===== config.mk =====
export PLATFORM = sky130hd
export DESIGN_NAME = fb_fill_writer
export DESIGN_NICKNAME = d
export VERILOG_FILES = /design/src/rtl/fb_fill_pkg.sv /design/src/rtl/fb_fill_regs.sv /design/src/rtl/fb_fill_writer.sv
export SDC_FILE = /design/constraint.sdc
export NUM_CORES = 1
export LEC_CHECK = 0
export CORE_ASPECT_RATIO = 2
export CORE_MARGIN = 5
export CORE_UTILIZATION = 54
export DETAILED_ROUTE_END_ITERATION = 7
export GPL_TIMING_DRIVEN = 0
export MAX_ROUTING_LAYER = met4
export PLACE_DENSITY_LB_ADDON = 0.2
export SLEW_MARGIN = 20
export SYNTH_ARGS = -nofsm -noshare
export SYNTH_HDL_FRONTEND = slang
export SYNTH_SLANG_ARGS = --single-unit

===== constraint.sdc =====
create_clock -name clk -period 6.6 [get_ports clk]
set_input_delay 1.32 -clock clk [delete_from_list [all_inputs] [get_ports clk]]
set_output_delay 1.32 -clock clk [all_outputs]
set_load 0.01 [all_outputs]

===== src/rtl/fb_fill_pkg.sv =====
// Shared definitions for the framebuffer fill writer: register map, status bits, FSM states.
// The irq output is present only when FB_FILL_IRQ_EN is defined.
package fb_fill_pkg;

    localparam logic [1:0] REG_CTRL   = 2'd0;
    localparam logic [1:0] REG_DST    = 2'd1;
    localparam logic [1:0] REG_COUNT  = 2'd2;
    localparam logic [1:0] REG_COLOUR = 2'd3;

    localparam int CTRL_START   = 0;
    localparam int CTRL_ABORT   = 1;
    localparam int STAT_BUSY    = 0;
    localparam int STAT_DONE    = 1;
    localparam int STAT_ABORTED = 2;

    localparam int ADDR_STEP_DEF = 4;

    typedef enum logic [1:0] {
        ST_IDLE  = 2'd0,
        ST_WRITE = 2'd1,
        ST_DRAIN = 2'd2
    } state_t;

endpackage


===== src/rtl/fb_fill_regs.sv =====
// Avalon slave register file: programmed fill parameters, sticky done/aborted status,
// and START/ABORT strobes already qualified against the busy state.
module fb_fill_regs
    import fb_fill_pkg::*;
#(
    parameter int DATA_W  = 32,
    parameter int COUNT_W = 24
) (
    input  logic               clk,
    input  logic               reset,
    input  logic [1:0]         address,
    input  logic               read_en,
    input  logic               write_en,
    input  logic [DATA_W-1:0]  write_data,
    output logic [DATA_W-1:0]  read_data,
    input  logic               busy,
    input  logic [COUNT_W-1:0] remaining,
    input  logic               set_done,
    input  logic               set_aborted,
    output logic               start,
    output logic               abort,
    output logic [31:0]        dst_addr,
    output logic [COUNT_W-1:0] count,
    output logic [DATA_W-1:0]  colour,
    output logic               done,
    output logic               aborted
);

    logic ctrl_wr, ctrl_rd;

    assign ctrl_wr = write_en && (address == REG_CTRL);
    assign ctrl_rd = read_en && (address == REG_CTRL);
    // A START while busy and an ABORT while idle are dropped here, so the FSM never sees them.
    assign start   = ctrl_wr && write_data[CTRL_START] && !busy;
    assign abort   = ctrl_wr && write_data[CTRL_ABORT] && busy;

    always_ff @(posedge clk or posedge reset) begin
        if (reset) begin
            dst_addr <= '0;
            count    <= '0;
            colour   <= '0;
            done     <= 1'b0;
            aborted  <= 1'b0;
        end else begin
            if (write_en && !busy) begin
                case (address)
                    REG_DST:    dst_addr <= write_data[31:0];
                    REG_COUNT:  count    <= write_data[COUNT_W-1:0];
                    REG_COLOUR: colour   <= write_data;
                    default: ;
                endcase
            end
            if (set_done)                done <= 1'b1;
            else if (start || ctrl_rd)   done <= 1'b0;
            if (set_aborted)             aborted <= 1'b1;
            else if (start || ctrl_rd)   aborted <= 1'b0;
        end
    end

    always_comb begin
        read_data = '0;
        if (read_en) begin
            case (address)
                REG_CTRL: begin
                    read_data[STAT_BUSY]    = busy;
                    read_data[STAT_DONE]    = done;
                    read_data[STAT_ABORTED] = aborted;
                end
                REG_DST:    read_data = DATA_W'(dst_addr);
                REG_COUNT:  read_data = DATA_W'(busy ? remaining : count);
                default:    read_data = colour;
            endcase
        end
    end

endmodule


===== src/rtl/fb_fill_writer.sv =====
// Framebuffer fill DMA: writes COUNT copies of COLOUR to SDRAM starting at DST_ADDR via an
// Avalon master. Define FB_FILL_IRQ_EN to add the irq output.
module fb_fill_writer
    import fb_fill_pkg::*;
#(
    parameter int DATA_W    = 32,
    parameter int COUNT_W   = 24,
    parameter int ADDR_STEP = ADDR_STEP_DEF
) (
    input  logic                clk,
    input  logic                reset,
    input  logic [1:0]          slave_address,
    input  logic                slave_read_en,
    input  logic                slave_write_en,
    output logic [DATA_W-1:0]   slave_read_data,
    input  logic [DATA_W-1:0]   slave_write_data,
    output logic [31:0]         master_address,
    output logic                master_write,
    output logic [DATA_W-1:0]   master_write_data,
    output logic [DATA_W/8-1:0] master_byteenable,
    input  logic                master_wait_request
`ifdef FB_FILL_IRQ_EN
    ,output logic               irq
`endif
);

    state_t               state, state_nxt;
    logic [31:0]          addr_q;
    logic [COUNT_W-1:0]   rem_q;
    logic [DATA_W-1:0]    colour_q;
    logic                 busy, start, abort, load, accept;
    logic                 set_done, set_aborted, done, aborted;
    logic [31:0]          dst_addr;
    logic [COUNT_W-1:0]   count;
    logic [DATA_W-1:0]    colour;

    fb_fill_regs #(.DATA_W(DATA_W), .COUNT_W(COUNT_W)) u_regs (
        .clk         (clk),
        .reset       (reset),
        .address     (slave_address),
        .read_en     (slave_read_en),
        .write_en    (slave_write_en),
        .write_data  (slave_write_data),
        .read_data   (slave_read_data),
        .busy        (busy),
        .remaining   (rem_q),
        .set_done    (set_done),
        .set_aborted (set_aborted),
        .start       (start),
        .abort       (abort),
        .dst_addr    (dst_addr),
        .count       (count),
        .colour      (colour),
        .done        (done),
        .aborted     (aborted)
    );

    assign busy              = (state != ST_IDLE);
    assign load              = start && (count != '0);
    assign master_write      = busy;
    assign accept            = master_write && !master_wait_request;
    assign master_address    = addr_q;
    assign master_write_data = colour_q;
    assign master_byteenable = '1;

`ifdef FB_FILL_IRQ_EN
    assign irq = done | aborted;
`endif

    always_ff @(posedge clk or posedge reset) begin
        if (reset) state <= ST_IDLE;
        else       state <= state_nxt;
    end

    always_comb begin
        state_nxt   = state;
        set_done    = 1'b0;
        set_aborted = 1'b0;
        case (state)
            ST_IDLE: begin
                if (load)
                    state_nxt = ST_WRITE;
                else if (start)
                    set_done = 1'b1;
            end
            ST_WRITE: begin
                // An unaccepted request must stay on the bus, so an abort under stall drains first.
                if (abort) begin
                    if (master_wait_request) begin
                        state_nxt = ST_DRAIN;
                    end else begin
                        state_nxt   = ST_IDLE;
                        set_aborted = 1'b1;
                    end
                end else if (accept && rem_q == COUNT_W'(1)) begin
                    state_nxt = ST_IDLE;
                    set_done  = 1'b1;
                end
            end
            ST_DRAIN: begin
                if (accept) begin
                    state_nxt   = ST_IDLE;
                    set_aborted = 1'b1;
                end
            end
            default: state_nxt = ST_IDLE;
        endcase
    end

    always_ff @(posedge clk or posedge reset) begin
        if (reset) begin
            addr_q   <= '0;
            rem_q    <= '0;
            colour_q <= '0;
        end else if (load) begin
            addr_q   <= dst_addr;
            rem_q    <= count;
            colour_q <= colour;
        end else if (accept) begin
            addr_q <= addr_q + 32'(ADDR_STEP);
            rem_q  <= rem_q - COUNT_W'(1);
        end
    end

endmodule


==> key figures <==
Outcome
  – Outcome: finished, final reports clean

Synth
  – Synth Area in Compound Gates: 10.7%
  – Post-synth top cells: nand2_1, dfrtp_1, mux2_2
  – Synth Warn #: 0
  – Synthesized netlist cell count: 875
  – Syn_area_per_cell: 10.2 um^2
  – Mapped Area: 0.00890 mm^2
  – Post-synthesis mux area share: 15.1%
  – Top_reg_cell synth: dfrtp_1
  – Yosys reg bits: 180
  – Top cell type by total area after synthesis: dfrtp_1
  – Largest family of logic cells by synthesized area: simple AND/OR/NAND/NOR gates
  – Synth top area share: 50.6%
  – EDFF count, synth: 0
  – Largest cells by area after synthesis: dfrtp_1, mux2_2, nand2_1
  – Ys async rst share: 100%
  – Adder-cell share of the synthesized area: 0.844%
  – Most numerous cell in the Yosys netlist: nand2_1
  – Distinct cells, synth: 56
  – XOR/XNOR Fraction of Synth Area: 2.36%
  – Seq/Total Area, Yosys: 50.6%
  – Synth Area in Simple Gates: 17.3%

Pwr
  – Internal Power: 3.14 mW
  – Switching power share of the total: 36.2%
  – Clock Power Share: 19.7%
  – Pwr Density: 443 mW/mm^2
  – Worst vdd ir: 0.218 mV
  – Leak Pwr: 4.71 nW
  – Gate power share: 36.5%
  – Seq pwr share: 43.8%
  – P_sw: 1.79 mW

STA
  – Final period util: 77.1%
  – Endpoints failing hold: 0
  – Slew Limit Fails: 0
  – # setup viols final: 0
  – Setup ws final: 1.51 ns
  – Crit path time final: 5.09 ns
  – Slew headroom: 28.4%
  – Unrepaired setup endpoints after global routing: no
  – Worst-Margin Slew: 1.07 ns
  – Clk_skew: 0.0120 ns
  – Max Freq: 0.196 GHz

Clocking
  – Cts hold-fix bufs: 0
  – Root Driver: clkbuf_16
  – CTS buffer count: 17
  – Maximum buffer depth of the clock tree: 2
  – CTS tree: yes
  – Post-CTS resize count: 0
  – Clock latency on the worst-skew pair: 0.44 ns
  – Post-CTS setup buffers: 0
  – Clock transition at the registers of the reported paths: 0.07 ns
  – CTS sink count: 180
  – Htree depth: 4

Placement
  – Detailed Place HPWL: 19800 um
  – Gpl congestion: 0.956
  – Port Buf Inserts: 134
  – Placed inst area: 0.0106 mm^2
  – Worst slack at placement: 1.51 ns

Global routing
  – GR Overflow Total: 0
  – Vias in the first global route: 7672
  – First-pass GRT wire length: 42000 um
  – Initial antenna violation count: 0
  – GRT Resource Usage Total: 29.2%
  – Pin count of the biggest net entering global routing: 84

Worst setup path
  – Worst Path Max Fanout: 10
  – CP required: 5.28 ns
  – Worst setup SP type: input port
  – Worst EP arrival: 3.77 ns
  – Crit. End Element: output port
  – Origin of the critical flop-to-flop path: state[1]
  – Setup Crit Path Kind: input port to output port
  – Critical path startpoint: slave_address[1]

Floorplanning
  – Core area: 0.0163 mm^2
  – Initial Util: 54.7%
  – Die H: 192 um
  – DIE WIDTH: 101 um
  – Rows: 66
  – Ports: 140
  – Die area: 0.0193 mm^2

Finish
  – Share of post-route cells with drive strength above 1: 12.7%
  – Diodes inserted: 0
  – Design Area, Final: 0.0111 mm^2
  – Layout area overhead: 25.0%
  – Nets: 1078

Drt
  – Routed length per instance: 21.2 um
  – Final ANT Viol Nets: 0
  – Initial DRC Count: 493
  – Detailed Route WL: 26500 um
  – Vias: 7567
  – Residual DRC: 0
  – DRT Pass-1 Iters: 5
  – Via density: 6.05

Worst hold path
  – Hold path start: master_write_data[30]
  – Worst Hold Class: register to register

Job
  – Max Cap Viol: 0
-- final cells by class --
class / instances / area [um^2]
plain buffers: 57 / 230
clock buffers: 21 / 450
clock inverters: 11 / 104
fillers: 1295 / 5150
inverters: 12 / 52.6
multi-input cells: 629 / 4130
flip-flops and latches: 180 / 4500
well taps: 204 / 255
repair buffers: 136 / 1400
-- registers in the layout, indices dropped and copies added (netlist names) --
name / flops
u_regs.dst_addr: 32
master_write_data: 32
u_regs.colour: 32
master_address: 32
u_regs.count: 24
state: 2
u_regs.done: 1
u_regs.aborted: 1
rem_q: 24
-- worst max-delay path: stages --
cell             delay, ns
clkdlybuf4s50_1       0.51
clkbuf_1              0.39
buf_1                 0.65
mux2i_1               0.19
nor2_1                0.15
clkdlybuf4s50_1       0.56
-- cell families after synthesis --
family / count (synthesis)
compound gates: 143
xor+xnor: 24
fa+ha+maj: 6
buf+inv: 69
flops: 180
mux: 123
other cells: 1
simple gates: 329
-- power groups by stage --
| stage | logic (mW) | registers (mW) | clock network (mW) |
|---|---|---|---|
| after floorplan | 1.00 | 2.08 | 0 |
| after global placement | 1.75 | 2.14 | 0 |
| after detailed placement | 1.79 | 2.16 | 0 |
| after CTS | 1.81 | 2.14 | 0.977 |
| after global routing | 1.96 | 2.22 | 1.02 |
| final | 1.80 | 2.16 | 0.972 |
-- path summary, 6_finish.rpt --
kind / endpoint / slack (ns) / depth (start not counted)
max in group asynchronous: u_regs.colour[7] / 4.35 / 4
setup reg to reg: master_address[11] / 3.22 / 9
min in group asynchronous: master_write_data[28] / 1.25 / 2
hold / removal: master_write_data[30] / 0.47 / 2
hold reg to reg: master_write_data[30] / 0.47 / 2
setup / recovery: slave_read_data[24] / 1.51 / 6
-- placed cells by master (no fill, tap or decap), types with 12 or more instances in the layout --
master / synthesis / layout
mux2_2: 88 / 88
xor2_1: 13 / 13
dfrtp_1: 180 / 180
nor2b_1: 26 / 26
clkbuf_16: 0 / 17
mux2i_1: 35 / 35
nand3_1: 26 / 26
nor4_1: 12 / 12
nor2_1: 22 / 22
clkdlybuf4s50_1: 0 / 134
a22oi_1: 27 / 27
nand2_1: 183 / 183
o21ai_0: 58 / 58
clkbuf_1: 48 / 51
nand4_1: 17 / 17
-- layer usage --
metal | track usage [%] | routed length, um | part of all wire (%)
met1 | 32.8 | 9700 | 37
met2 | 49.0 | 13900 | 53
met3 | 4.42 | 1390 | 5.2
met4 | 16.3 | 1510 | 5.7
met5 | - | 0 | 0
-- metrics by stage --
| step | total power, mW | hold slack [ns] | utilization (%) | instances | TNS [ns] |
|---|---|---|---|---|---|
| after floorplan | 3.08 | 0.450 | - | 878 | 0 |
| after detailed placement | 3.95 | 0.463 | 65.0 | 1218 | 0 |
| after CTS | 4.93 | 0.479 | 68.4 | 1250 | 0 |
| after global routing | 5.21 | 0.489 | 68.4 | 1250 | 0 |
| after global placement | 3.89 | 0.457 | 64.6 | 1216 | -366.37 |
| final | 4.93 | 0.474 | 68.4 | 1250 | 0 |
Note: power is estimated with default switching activity, not from simulation.
